--- config.mk ---
export PLATFORM = sky130hd
export DESIGN_NAME = if_stage
export DESIGN_NICKNAME = d
export VERILOG_FILES = /design/src/rtl/if_stage_pkg.sv /design/src/rtl/if_id_reg.sv /design/src/rtl/if_stage.sv
export SDC_FILE = /design/constraint.sdc
export NUM_CORES = 1
export LEC_CHECK = 0
export ABC_AREA = 1
export CAP_MARGIN = 20
export CORE_MARGIN = 1.5
export CORE_UTILIZATION = 46
export DETAILED_ROUTE_END_ITERATION = 7
export PLACE_DENSITY = 0.9
export SYNTH_ARGS = -nofsm -noshare
export SYNTH_HDL_FRONTEND = slang
export SYNTH_SLANG_ARGS = --single-unit
--- constraint.sdc ---
create_clock -name clk -period 1.6 [get_ports clk]
set_input_delay 0.4 -clock clk [delete_from_list [all_inputs] [get_ports clk]]
set_output_delay 0.4 -clock clk [all_outputs]
set_load 0.01 [all_outputs]
--- src/rtl/if_stage_pkg.sv ---
// Shared constants and types for the instruction-fetch stage.
// PC and instruction-memory widths, the NOP encoding, and the IF/ID register payload.
package if_stage_pkg;

    localparam int          PC_W    = 32;
    localparam int          IMEM_AW = 10;
    localparam logic [31:0] NOP     = 32'h0000_0000;

    typedef struct packed {
        logic [PC_W-1:0] pc;
        logic [PC_W-1:0] pc_plus4;
        logic [31:0]     instr;
        logic            valid;
    } if_id_t;

    // Redirect targets are byte addresses; fetch only ever runs on word boundaries.
    function automatic logic [PC_W-1:0] word_align(input logic [PC_W-1:0] addr);
        return {addr[PC_W-1:2], 2'b00};
    endfunction

endpackage

--- src/rtl/if_id_reg.sv ---
// IF/ID pipeline register: captures the fetched instruction and counts valid deliveries.
// Latency: one cycle from fetch pc/instruction to if_id outputs.
// Backpressure: stall holds every field; bubble (flush/redirect) overrides stall and loads a NOP.
module if_id_reg
    import if_stage_pkg::*;
#(
    parameter logic [31:0] NOP_INSTR = NOP
) (
    input  logic            clk,
    input  logic            rst_n,
    input  logic            stall,
    input  logic            bubble,
    input  logic [PC_W-1:0] fetch_pc,
    input  logic [31:0]     fetch_instr,
    output if_id_t          if_id,
    output logic [31:0]     fetch_count
);

    logic [PC_W-1:0] fetch_pc_plus4;

    assign fetch_pc_plus4 = fetch_pc + PC_W'(4);

    always_ff @(posedge clk or negedge rst_n) begin
        if (!rst_n) begin
            if_id.pc       <= '0;
            if_id.pc_plus4 <= '0;
            if_id.instr    <= NOP_INSTR;
            if_id.valid    <= 1'b0;
            fetch_count    <= '0;
        end else if (bubble) begin
            // A killed slot still records where it came from, which helps debug traces.
            if_id.pc       <= fetch_pc;
            if_id.pc_plus4 <= fetch_pc_plus4;
            if_id.instr    <= NOP_INSTR;
            if_id.valid    <= 1'b0;
        end else if (!stall) begin
            if_id.pc       <= fetch_pc;
            if_id.pc_plus4 <= fetch_pc_plus4;
            if_id.instr    <= fetch_instr;
            if_id.valid    <= 1'b1;
            fetch_count    <= fetch_count + 32'd1;
        end
    end

endmodule

--- src/rtl/if_stage.sv ---
// Instruction-fetch stage: next-PC selection, PC register, and IF/ID register instance.
// Latency: instruction at pc in cycle N appears on if_id_* in cycle N+1.
// Backpressure: stall freezes pc and IF/ID; redirects still move pc; flush/redirect inject a bubble.
module if_stage
    import if_stage_pkg::*;
#(
    parameter logic [31:0] PC_RESET  = 32'h0000_0000,
    parameter logic [31:0] NOP_INSTR = NOP
) (
    input  logic               clk,
    input  logic               rst_n,
    input  logic               stall,
    input  logic               flush,
    input  logic               branch_taken,
    input  logic [PC_W-1:0]    branch_target,
    input  logic               jump,
    input  logic [PC_W-1:0]    jump_target,
    output logic [IMEM_AW-1:0] imem_addr,
    input  logic [31:0]        imem_rdata,
    output logic [PC_W-1:0]    pc,
    output logic [PC_W-1:0]    if_id_pc,
    output logic [PC_W-1:0]    if_id_pc_plus4,
    output logic [31:0]        if_id_instr,
    output logic               if_id_valid,
    output logic [31:0]        fetch_count
);

    logic [PC_W-1:0] next_pc;
    logic            bubble;
    if_id_t          if_id;

    // Branch from EX is older than a jump from ID, so it takes precedence.
    always_comb begin
        next_pc = pc + PC_W'(4);
        if (branch_taken) begin
            next_pc = word_align(branch_target);
        end else if (jump) begin
            next_pc = word_align(jump_target);
        end else if (stall) begin
            next_pc = pc;
        end
    end

    always_ff @(posedge clk or negedge rst_n) begin
        if (!rst_n) begin
            pc <= PC_RESET;
        end else begin
            pc <= next_pc;
        end
    end

    // Higher pc bits are ignored, so memory aliases every 4 KB.
    assign imem_addr = pc[IMEM_AW+1:2];
    assign bubble    = flush | branch_taken | jump;

    if_id_reg #(
        .NOP_INSTR (NOP_INSTR)
    ) u_if_id_reg (
        .clk         (clk),
        .rst_n       (rst_n),
        .stall       (stall),
        .bubble      (bubble),
        .fetch_pc    (pc),
        .fetch_instr (imem_rdata),
        .if_id       (if_id),
        .fetch_count (fetch_count)
    );

    assign if_id_pc       = if_id.pc;
    assign if_id_pc_plus4 = if_id.pc_plus4;
    assign if_id_instr    = if_id.instr;
    assign if_id_valid    = if_id.valid;

endmodule

== Word level (Yosys, flattened, before mapping) ==
Cells that the tools add are included.
Storage, ports and cells
  register bits: 161
  input bits: 102
  output and inout port bits: 171
  logic and storage cells: 20
Operators by class
  add/sub/neg operators: 2
  eq/ne operators: 2
  muxes and demuxes: 5
  bitwise gates (word level): 4
  reduce and logical (&&, ||, !) cells: 1
Operators with widths (count)
  two-way mux 97 bit: 2
  two-way mux 32 bit: 3
  adder 32 x 1 -> 32 bit, second input constant: 1
  adder 32 x 3 -> 32 bit, second input constant: 1
  inequality test 3 x 1 -> 1 bit, second input constant: 1
  inequality test 2 x 1 -> 1 bit, second input constant: 1
  inverter 1 bit: 2
  bitwise OR 1 bit: 2
  AND reduction 2 bit: 1

== Logic depth before layout (Yosys ltp) ==
Gate-level depths: netlist of the first run.
  word-level depth: 4
  depth in mapped cells: 10
  mapped depth without buffers: 10

== By module ==
From an unflattened synthesis of the first run, not the netlist that was laid out.
Unflattened totals
  cell total of the unflattened synthesis: 1148
  area total of the unflattened synthesis: 8702.1 sq um
By module, submodules not included
  if_id_reg: times used 1, cells each 700, area each 5954.5 sq um, sequential area each 3178.0 sq um
  if_stage: times used 1, cells each 448, area each 2747.6 sq um, sequential area each 750.7 sq um

== Least setup slack after synthesis of the first run ==
No wires, ideal clock.
  kind: register -> register
  start point: register u_if_id_reg.fetch_count[0]
  end point: register u_if_id_reg.fetch_count[22]
  data arrival time: 1.456 ns
  data required time: 1.483 ns
  setup slack: 0.028 ns
  cell stages (with the launch flop): 8
  period minus slack after synthesis: 1.572 ns
  cell sequence: dfrtp_1 > ha_1 > inv_1 > nor3_1 > nand4_1 > xnor2_1 > nand2_1 > nand2_1
Between the ends
  word-level cells in the longest chain between the ends: 1
RTL lines
  start, declared: RTL line if_id_reg.sv:16  | output logic [31:0] fetch_count
  start signal, assigned: RTL line if_id_reg.sv:41  | fetch_count <= fetch_count + 32'd1;
  adder 32 x 1 -> 32 bit: RTL line if_id_reg.sv:41
Every way passes these cells.
A chain may end at the register's enable or synchronous reset.

== Worst setup path in the final report of the first run ==
  start point: register pc[18]
  end point: register pc[28]
Between the ends
  word-level cells in the longest chain between the ends: 4
RTL lines
  start, declared: RTL line if_stage.sv:20  | output logic [PC_W-1:0] pc,
  start signal, assigned: RTL line if_stage.sv:48  | pc <= next_pc;
  adder 32 x 3 -> 32 bit: RTL line if_stage.sv:34  | next_pc = pc + PC_W'(4);
  two-way mux 32 bit: RTL line if_stage.sv:39  | end else if (stall) begin
  two-way mux 32 bit: RTL line if_stage.sv:37  | end else if (jump) begin
  two-way mux 32 bit: RTL line if_stage.sv:35  | if (branch_taken) begin
Every way passes these cells. The select of a mux whose other input is x is not followed.

==> key figures, run 1 <==
Run status
  – Run status: finished with violations
  – Failing checks: design-rule violations, negative setup slack

Timing
  – PnR worst setup slack: -340 ps
  – Final number of hold-violating endpoints: 0
  – Maximum clock frequency: 0.516 GHz
  – Ratio of final minimum period to clock period: 1.21
  – Setup Viol. Count Final: 35
  – Worst Skew: 7.34 ps
  – Hold Slack: 421 ps
  – Crit path time final: 1940 ps
  – Final number of max-transition violations: 0
  – Unrepaired setup endpoints after global routing: yes

Yosys
  – Number of enable-type register cells in the synthesized netlist: 0
  – Post-Syn Instances: 993
  – Yosys reg bits: 155
  – Most common cell in the synthesized netlist: sky130_fd_sc_hd__nand2_1
  – Synth Flop Type: sky130_fd_sc_hd__dfrtp_1
  – Post-synth top area cell: sky130_fd_sc_hd__dfrtp_1
  – Cell variety after synth: 41
  – Leading cell types by count after synthesis: 271 x sky130_fd_sc_hd__nand2_1, 155 x sky130_fd_sc_hd__dfrtp_1, 149 x sky130_fd_sc_hd__nor2_1
  – Sequential area share after synthesis: 0.484
  – Async set or reset register ratio after synthesis: 1.00
  – Yosys warns: 0
  – Top cells by area in the synthesized netlist: sky130_fd_sc_hd__dfrtp_1 48%, sky130_fd_sc_hd__nand2_1 13%, sky130_fd_sc_hd__nor2_1 7.0%, sky130_fd_sc_hd__a22o_1 3.5%, sky130_fd_sc_hd__inv_1 3.1%
  – Post-synthesis instance area: 8020 um2
  – Avg Synthesized Cell Area: 8.08 um2
  – Proportion of netlist area held by the largest area contributor: 0.484

Global route
  – Pin count of the biggest net entering global routing: 59
  – Tot GR Track Use: 0.309
  – Vias in the first global route: 8412
  – Global-route wire length before repair: 43500 um
  – Remaining Overflow, GRT: 0
  – Initial antenna violation count: 0

Worst setup path
  – Capture point of the critical path: pc[28]
  – Startpoint of the most critical register-to-register path: pc[18]
  – Data arrival time of the worst path: 2270 ps
  – Category of the worst setup path capture point: flop
  – Worst-path fanout max: 4
  – Req. time, crit path: 1930 ps
  – Critical path startpoint category: flop
  – Launch point of the worst path: pc[18]
  – Flop2flop setup slack: -340 ps
  – Cell depth of the worst flop-to-flop path: 9
  – Max stage delay cell, worst path: sky130_fd_sc_hd__dfrtp_2
  – Endpoint of the worst register-to-register path: pc[28]
  – Cell repeated most along the worst path: sky130_fd_sc_hd__nand2_1
  – Peak per-stage delay on the critical path: 410 ps
  – Critical Path, Cell by Cell: buf_4 -> nand2_1 -> nor2_1 -> nand2_1 -> nor2_1 -> nand3_2 -> nand3_1 -> nand2_1 -> a21oi_1
  – Critical setup path kind: flop to flop

Clocking
  – CTS tree: yes
  – Number of H-tree branching levels: 4
  – Num CTS Buffers: 17
  – Clock transition at the registers of the reported paths: 60 ps
  – Clock root cell: sky130_fd_sc_hd__clkbuf_16
  – Maximum buffer depth of the clock tree: 2
  – Clk sink count: 155
  – Worst skew pair latency: 420 ps

Place
  – Global placer's final weighted congestion: 0.985
  – IO Port Bufs: 262
  – Setup Slack @ Placement: -460 ps
  – Placement Cell Area: 11300 um2
  – Detailed placement HPWL: 19500 um

Routing
  – Via count: 9331
  – Average wire per standard cell: 20.3 um
  – Drt first pass iters: 8
  – Detailed-route wire length: 32400 um
  – Average vias per placed instance: 5.84
  – DRC violations left: 39
  – DRC marker count from the first detailed-route iteration: 1306
  – Antenna violation net count after detailed routing: 0

Layout
  – Area added between synthesis and finish: 58.7%
  – Final antenna diode count: 0
  – Share of cells above drive strength 1: 0.254
  – Nets: 1465
  – Largest register FFs: 93
  – Utilization after layout: 0.741
  – Final Instance Area: 12700 um2

Power
  – Leakage dissipation: 6.07 nW
  – Ratio of total power to cell area: 898 nW/um2
  – Power consumption: 0.0114 W
  – Highest ir drop seen on vdd: 0.000775 V

Die
  – Number of top-level design ports: 273
  – Die area: 18200 um2
  – Initial Util: 0.467
  – DIE WIDTH: 135 um
  – Floorplan die height: 135 um
  – Core Area: 17200 um2
  – Std cell rows: 48

Flow run
  – Maximum capacitance violations: 0

Worst hold path
  – Hold Path Class: input pin to asynchronous set/reset pin
metal layers:
metal	GRT usage	part of all wire	vias to the layer above
li1	-	-	3952
met1	0.382	0.35	4310
met2	0.513	0.47	857
met3	0.0683	0.12	212
met4	0.154	0.061	0
met5	0	0	-
per-stage QoR:
| stage | TNS (ps) | instances |
|---|---|---|
| 3_3_place_gp | -35920 | 1503 |
| 6_report | -3400 | 1598 |
| 3_5_place_dp | -41650 | 1503 |
| 2_1_floorplan | 0 | 998 |
| 4_1_cts | -409 | 1573 |
| 5_1_grt | -5250 | 1598 |
cell families (layout without fill, tap and decap cells):
| family | count (synthesis) | after routing | share of synthesized area |
|---|---|---|---|
| flops | 155 | 155 | 0.484 |
| buf+inv | 124 | 499 | 0.0729 |
| compound gates | 158 | 158 | 0.121 |
| other cells | 1 | 6 | 0.000468 |
| simple gates | 521 | 521 | 0.284 |
| xor+xnor | 32 | 32 | 0.0349 |
| fa+ha+maj | 2 | 2 | 0.00312 |
cells in the final DEF, fill, tap and decap left out, types with 7 or more instances in the layout:
master	synthesis	layout
sky130_fd_sc_hd__a21oi_1	43	35
sky130_fd_sc_hd__a21oi_2	0	8
sky130_fd_sc_hd__a22o_1	32	32
sky130_fd_sc_hd__a22oi_1	9	9
sky130_fd_sc_hd__a31oi_1	21	19
sky130_fd_sc_hd__buf_12	0	13
sky130_fd_sc_hd__buf_2	12	10
sky130_fd_sc_hd__buf_4	21	106
sky130_fd_sc_hd__buf_6	2	20
sky130_fd_sc_hd__clkbuf_16	0	18
sky130_fd_sc_hd__clkbuf_2	0	7
sky130_fd_sc_hd__clkdlybuf4s50_1	0	93
sky130_fd_sc_hd__dfrtp_1	155	132
sky130_fd_sc_hd__dfrtp_2	0	23
sky130_fd_sc_hd__dlygate4sd2_1	0	139
sky130_fd_sc_hd__inv_1	66	58
sky130_fd_sc_hd__inv_2	2	9
sky130_fd_sc_hd__nand2_1	271	237
sky130_fd_sc_hd__nand2_2	2	34
sky130_fd_sc_hd__nand3_1	49	36
sky130_fd_sc_hd__nand3_2	1	11
sky130_fd_sc_hd__nor2_1	149	124
sky130_fd_sc_hd__nor2_2	8	19
sky130_fd_sc_hd__nor2_4	9	23
sky130_fd_sc_hd__o21ai_0	43	36
sky130_fd_sc_hd__o21ai_1	3	7
sky130_fd_sc_hd__xnor2_1	12	12
sky130_fd_sc_hd__xor2_1	20	17
power breakdown:
| part | switching (W) | internal [W] |
|---|---|---|
| clock | 0.00169 | 0.00214 |
| combinational | 0.00161 | 0.00139 |
| sequential | 0.000317 | 0.00429 |
critical path, delay by kind of cell (launching register included):
kind / cells / cell delay, ps
AOI/OAI and AO/OA: 1 / 190
DFF: 1 / 410
and+or+nand+nor: 7 / 1080
buffers and inverters: 1 / 180
repair_timing:
action,4_1_cts,5_1_grt
hold buffers,1,0
setup buffers,38,24
pin swaps,10,41
cloned,0,1
endpoints found under the hold margin,23,0
setup endpoints to repair,183,85
resized for setup,244,163
layout make-up:
cell class / count / area [um2]
well taps: 225 / 282
repair buffers: 398 / 3630
flip-flops and latches: 155 / 3910
clock inverters: 10 / 96.3
clock buffers: 21 / 440
fillers: 1160 / 4450
multi-input cells: 719 / 4100
inverters: 70 / 270
how the worst min path moves through the flow:
stage | end | slack [ps] | cells past startpoint
after CTS | u_if_id_reg.if_id[20] | 420 | 2
after detailed placement | u_if_id_reg.if_id[20] | 290 | 1
final | u_if_id_reg.if_id[20] | 420 | 2
after global placement | u_if_id_reg.if_id[20] | 290 | 1
after floorplan | pc[10] | 100 | 0
after global routing | u_if_id_reg.if_id[20] | 450 | 2
Power figures use the tool's default switching activity.
==> run 2, diff against run 1 <==
- CORE_ASPECT_RATIO: default -> 1.4
==> run 2 against run 1 <==
The flow finishes with violations (negative setup slack). Wire length increased by 8.1%. Via count rose by 2.9%. Worst setup slack got worse by 74 ps. Flip-flop and latch count unchanged. Sequential share of layout area down 0.84 points. Combinational power grew 8.7%. Die area about the same. Core utilization is 3.3 points higher. Sequential power about the same. Clock skew grew 5.1 ps. Hold slack gained 30 ps. Clock-buffer cell count is 1 lower. Largest power group unchanged. Highest routed layer is now met5.
==> key figures, run 2 (synthesized netlist as in run 1, its figures left out) <==
Run status
  – Run status: finished with violations
  – Failing checks: negative setup slack

Clocking
  – Clock transition at the registers of the reported paths: 70 ps
  – Num CTS Buffers: 17
  – Maximum buffer depth of the clock tree: 2
  – Number of H-tree branching levels: 4
  – Worst skew pair latency: 440 ps
  – CTS tree: yes
  – Clk sink count: 155
  – Clock root cell: sky130_fd_sc_hd__clkbuf_16

Timing
  – Final number of max-transition violations: 0
  – Unrepaired setup endpoints after global routing: yes
  – Setup Viol. Count Final: 61
  – Worst Skew: 12.5 ps
  – Fin Setup TNS: -9910 ps
  – Final number of hold-violating endpoints: 0
  – Maximum clock frequency: 0.497 GHz
  – Crit path time final: 2010 ps
  – Ratio of final minimum period to clock period: 1.26
  – PnR worst setup slack: -413 ps

Routing
  – Antenna violation net count after detailed routing: 0
  – Detailed-route wire length: 35000 um
  – Average vias per placed instance: 5.91
  – DRC violations left: 0
  – Drt first pass iters: 6
  – Average wire per standard cell: 21.5 um
  – Via count: 9605
  – DRC marker count from the first detailed-route iteration: 1180

Layout
  – Final antenna diode count: 0
  – Largest register FFs: 93
  – Commonest non-fill, non-tap cell in the layout: sky130_fd_sc_hd__nand2_1
  – Share of cells above drive strength 1: 0.277
  – Utilization after layout: 0.774
  – Area added between synthesis and finish: 63.0%
  – Nets: 1486
  – Commonest cells after routing, fill and taps aside: 230 x sky130_fd_sc_hd__nand2_1, 137 x sky130_fd_sc_hd__dfrtp_1, 132 x sky130_fd_sc_hd__dlygate4sd2_1, 124 x sky130_fd_sc_hd__nor2_1, 124 x sky130_fd_sc_hd__buf_4
  – Number of standard cells in the layout, taps in and fillers out: 1626

Place
  – IO Port Bufs: 262
  – Global placer's final weighted congestion: 0.974
  – Number of instances in the placed design: 1526
  – Detailed placement HPWL: 21000 um
  – Setup Slack @ Placement: -439 ps

Global route
  – Pin count of the biggest net entering global routing: 44
  – Remaining Overflow, GRT: 0
  – Tot GR Track Use: 0.336
  – Vias in the first global route: 9053
  – Global-route wire length before repair: 47200 um
  – Initial antenna violation count: 1

Worst setup path
  – Worst-path fanout max: 6
  – Cell depth of the worst flop-to-flop path: 10
  – Critical setup path kind: flop to flop
  – Data arrival time of the worst path: 2340 ps
  – Category of the worst setup path capture point: flop
  – Critical path startpoint category: flop
  – Req. time, crit path: 1930 ps

Power
  – Share of power burned in combinational logic: 0.270
  – Sequential Power Share: 0.380
  – Ratio of total power to cell area: 923 nW/um2
  – Clock share of power: 0.349
  – Leakage dissipation: 6.28 nW
  – Power dissipated by switching net loads: 0.00382 W
  – Highest ir drop seen on vdd: 0.000616 V
  – Net switching fraction of the power: 0.316
  – Internal power contribution: 0.00825 W

Die
  – Std cell rows: 56
  – Initial Util: 0.475
  – Number of top-level design ports: 273
  – DIE WIDTH: 115 um
  – Core Area: 16900 um2
  – Die area: 18200 um2
  – Floorplan die height: 159 um

Worst hold path
  – Hold Path Class: input pin to asynchronous set/reset pin

Flow run
  – Maximum capacitance violations: 0
run 2: power groups by stage:
stage / clock, W / combinational, W / sequential [W]
6_report: 0.00422 / 0.00326 / 0.00459
5_1_grt: 0.00439 / 0.00341 / 0.00462
4_1_cts: 0.00419 / 0.00273 / 0.00456
3_5_place_dp: 0 / 0.00267 / 0.00469
3_3_place_gp: 0 / 0.00261 / 0.00468
2_1_floorplan: 0 / 0.000809 / 0.00483
run 2: area by class of cell:
cell class                 instances  area, um2
sequential                       155       3900
timing repair buffer             419       3810
clock inverter                    11        136
inverter                          70        273
fill                            1017       3820
multi-input combinational        719       4190
tap                              232        290
clock buffer                      20        467
run 2: per-stage QoR:
stage	instance area [um2]	total power, W	hold WS [ps]
after detailed placement	11500	0.00736	352
after global routing	13100	0.0124	481
after CTS	12400	0.0115	465
final	13100	0.0121	451
after global placement	11500	0.00729	347
after floorplan	8040	0.00564	104
run 2: worst max-delay path: stages, from the launching register on:
cell,delay [ps]
sky130_fd_sc_hd__dfrtp_1,500
sky130_fd_sc_hd__ha_4,240
sky130_fd_sc_hd__nand2_4,60
sky130_fd_sc_hd__nor2_4,280
sky130_fd_sc_hd__nand2_8,150
sky130_fd_sc_hd__nor2_8,260
sky130_fd_sc_hd__nand2_2,110
sky130_fd_sc_hd__nand2_2,80
sky130_fd_sc_hd__nand3_1,70
sky130_fd_sc_hd__nand2_1,80
sky130_fd_sc_hd__a21oi_2,50
run 2: routing by layer:
metal,share of wire,track usage,vias to the layer above
li1,-,-,3993
met1,0.32,0.368,4493
met2,0.50,0.591,877
met3,0.10,0.0613,240
met4,0.074,0.207,2
met5,0.00029,0,-
run 2: worst paths after layout:
| kind | from | to | slack (ps) |
|---|---|---|---|
| min in group clk | u_if_id_reg.if_id[85] | u_if_id_reg.if_id[85] | 470 |
| min | rst_n | u_if_id_reg.if_id[16] | 450 |
| max reg2reg | pc[2] | pc[28] | -410 |
| min reg2reg | u_if_id_reg.if_id[85] | u_if_id_reg.if_id[85] | 470 |
| max | pc[2] | pc[28] | -410 |
| max in group asynchronous | rst_n | pc[16] | 550 |
run 2: timing repair:
item	CTS	global route
hold endpoints to repair	34	0
hold buffers	1	0
pin swaps	14	60
endpoints found under the setup margin	182	126
gates resized for setup	241	197
setup buffers	45	26
==> run 3, diff against run 2 <==
- CORE_ASPECT_RATIO: 1.4 -> default
- RECOVER_POWER: default -> 25
==> run 3 against run 2 <==
Critical path depth shrank 1. Highest routed layer is now met4. Largest cell class unchanged. Largest power group unchanged. Critical endpoint unchanged. The flow still finishes with violations (negative setup slack). Wire length shrank 7.6%. Maximum frequency grew 6.7%. Flip-flop and latch count is the same. Cell count shrank 1.7%.
==> key figures, run 3 (synthesized netlist as in run 1, its figures left out) <==
Worst hold path
  – Hold Path Class: flop to flop

Routing
  – Average wire per standard cell: 20.2 um
  – Via count: 9272
  – Drt first pass iters: 7
  – DRC violations left: 0
  – Average vias per placed instance: 5.80
  – DRC marker count from the first detailed-route iteration: 1168
  – Detailed-route wire length: 32300 um
  – Antenna violation net count after detailed routing: 0

Timing
  – Slew at the pin with the worst max-slew slack: 725 ps
  – Ratio of final minimum period to clock period: 1.18
  – Worst Skew: 8.16 ps
  – Final number of hold-violating endpoints: 0
  – PnR worst setup slack: -287 ps
  – Crit path time final: 1890 ps
  – Fin Setup TNS: -3150 ps
  – Final number of max-transition violations: 0
  – Slew headroom: 0.517
  – Setup Viol. Count Final: 33
  – Unrepaired setup endpoints after global routing: yes
  – Maximum clock frequency: 0.530 GHz

Die
  – DIE WIDTH: 135 um
  – Die area: 18200 um2
  – Core Area: 17200 um2
  – Initial Util: 0.467
  – Floorplan die height: 135 um
  – Std cell rows: 48
  – Number of top-level design ports: 273

Clocking
  – Clock root cell: sky130_fd_sc_hd__clkbuf_16
  – Maximum buffer depth of the clock tree: 2
  – Clk sink count: 155
  – Num CTS Buffers: 17
  – Number of H-tree branching levels: 4
  – Clock transition at the registers of the reported paths: 70 ps
  – CTS tree: yes
  – Worst skew pair latency: 420 ps

Worst setup path
  – Peak per-stage delay on the critical path: 400 ps
  – Max stage delay cell, worst path: sky130_fd_sc_hd__dfrtp_2
  – Cell class contributing the biggest share of worst-path delay: simple AND/OR/NAND/NOR gates
  – Critical path startpoint category: flop
  – Data arrival time of the worst path: 2220 ps
  – Critical setup path kind: flop to flop
  – Req. time, crit path: 1930 ps
  – CP bufs+invs: 1
  – Category of the worst setup path capture point: flop
  – Critical Path, Cell by Cell: buf_4 -> nand2_1 -> nor2_1 -> nand2_1 -> nor2_1 -> nand3_2 -> nand3_1 -> nand2_1 -> a21oi_1
  – Cell repeated most along the worst path: sky130_fd_sc_hd__nand2_1
  – Worst-path fanout max: 4
  – Flop2flop setup slack: -290 ps

Layout
  – Commonest non-fill, non-tap cell in the layout: sky130_fd_sc_hd__nand2_1
  – Commonest cells after routing, fill and taps aside: 237 x sky130_fd_sc_hd__nand2_1, 139 x sky130_fd_sc_hd__dlygate4sd2_1, 132 x sky130_fd_sc_hd__dfrtp_1, 124 x sky130_fd_sc_hd__nor2_1, 105 x sky130_fd_sc_hd__buf_4
  – Nets: 1465
  – Final antenna diode count: 0
  – Register Area: 3910 um2
  – Area used by multi-input combinational logic: 4100 um2
  – Final-layout fill cell count: 1168
  – Share of cells above drive strength 1: 0.253
  – Area added between synthesis and finish: 58.3%
  – Largest register FFs: 93
  – Final Instance Area: 12700 um2

Power
  – Power consumption: 0.0114 W
  – Highest ir drop seen on vdd: 0.000776 V
  – Leakage dissipation: 6.06 nW
  – Ratio of total power to cell area: 899 nW/um2

Place
  – IO Port Bufs: 262
  – Global placer's final weighted congestion: 0.985
  – Placement Cell Area: 11300 um2
  – Detailed placement HPWL: 19500 um

Global route
  – Initial antenna violation count: 0
  – Tot GR Track Use: 0.309
  – Remaining Overflow, GRT: 0
  – Global-route wire length before repair: 43500 um
  – Vias in the first global route: 8412
  – Pin count of the biggest net entering global routing: 59

Run status
  – Run status: finished with violations
  – Failing checks: negative setup slack

Flow run
  – Maximum capacitance violations: 0
## run 3: cell types whose count changed in the layout (fill, tap and decap cells not counted), moves of 6 or more
cell                            before  now
sky130_fd_sc_hd__dlygate4sd2_1     132  139
sky130_fd_sc_hd__a22oi_1             2    9
sky130_fd_sc_hd__nand3_1            30   36
sky130_fd_sc_hd__buf_4             124  105
sky130_fd_sc_hd__a22oi_2             7    0
sky130_fd_sc_hd__nand3_2            17   11
sky130_fd_sc_hd__nand2_1           230  237
## run 3: stage by stage
stage          worst slack, ps  std cells  hold WS [ps]   util
6_report                  -287       1598           482  0.739
5_1_grt                   -276       1598           498  0.739
4_1_cts                  -80.2       1573           417  0.701
3_5_place_dp              -460       1503           294  0.659
3_3_place_gp              -379       1503           291  0.659
2_1_floorplan             27.7        998           104      -
## run 3: power breakdown
part / leakage (nW) / switching, W / total [W] / internal [W]
Sequential: 1.91 / 0.000318 / 0.00461 / 0.00429
Combinational: 3.89 / 0.00161 / 0.00298 / 0.00138
Clock: 0.250 / 0.00168 / 0.00382 / 0.00214
Total: 6.06 / 0.00360 / 0.0114 / 0.00781
## run 3: repair_timing
item	4_1_cts	5_1_grt
pin swaps	10	41
hold buffers	1	0
setup buffers	38	24
endpoints found under the hold margin	23	0
gates resized for setup	244	163
setup endpoints to repair	183	85
gates cloned	0	1
## run 3: worst register-to-register path, stage by stage, from the launching register on
cell	delay, ps
sky130_fd_sc_hd__dfrtp_2	400
sky130_fd_sc_hd__buf_4	180
sky130_fd_sc_hd__nand2_1	100
sky130_fd_sc_hd__nor2_1	130
sky130_fd_sc_hd__nand2_1	190
sky130_fd_sc_hd__nor2_1	300
sky130_fd_sc_hd__nand3_2	110
sky130_fd_sc_hd__nand3_1	110
sky130_fd_sc_hd__nand2_1	90
sky130_fd_sc_hd__a21oi_1	190
## run 3: layer usage
metal / vias to the layer above / GRT usage / share of wire
li1: 3952 / - / -
met2: 799 / 0.513 / 0.47
met4: 0 / 0.154 / 0.064
met1: 4308 / 0.382 / 0.35
met3: 213 / 0.0683 / 0.12
met5: - / 0 / 0
## run 3: path summary, 6_finish.rpt
path | from | endpoint | cells past startpoint
setup reg to reg | pc[18] | pc[28] | 9
hold / removal | u_if_id_reg.if_id[79] | u_if_id_reg.if_id[79] | 2
max in group asynchronous | rst_n | pc[19] | 3
hold reg to reg | u_if_id_reg.if_id[79] | u_if_id_reg.if_id[79] | 2
min in group asynchronous | rst_n | u_if_id_reg.if_id[20] | 2
setup / recovery | pc[18] | pc[28] | 9
## run 3: final cells by class
type | count | area share
clock inverters | 10 | 0.00759
inverters | 70 | 0.0213
repair buffers | 398 | 0.284
multi-input cells | 719 | 0.323
flip-flops and latches | 155 | 0.308
well taps | 225 | 0.0222
clock buffers | 21 | 0.0347
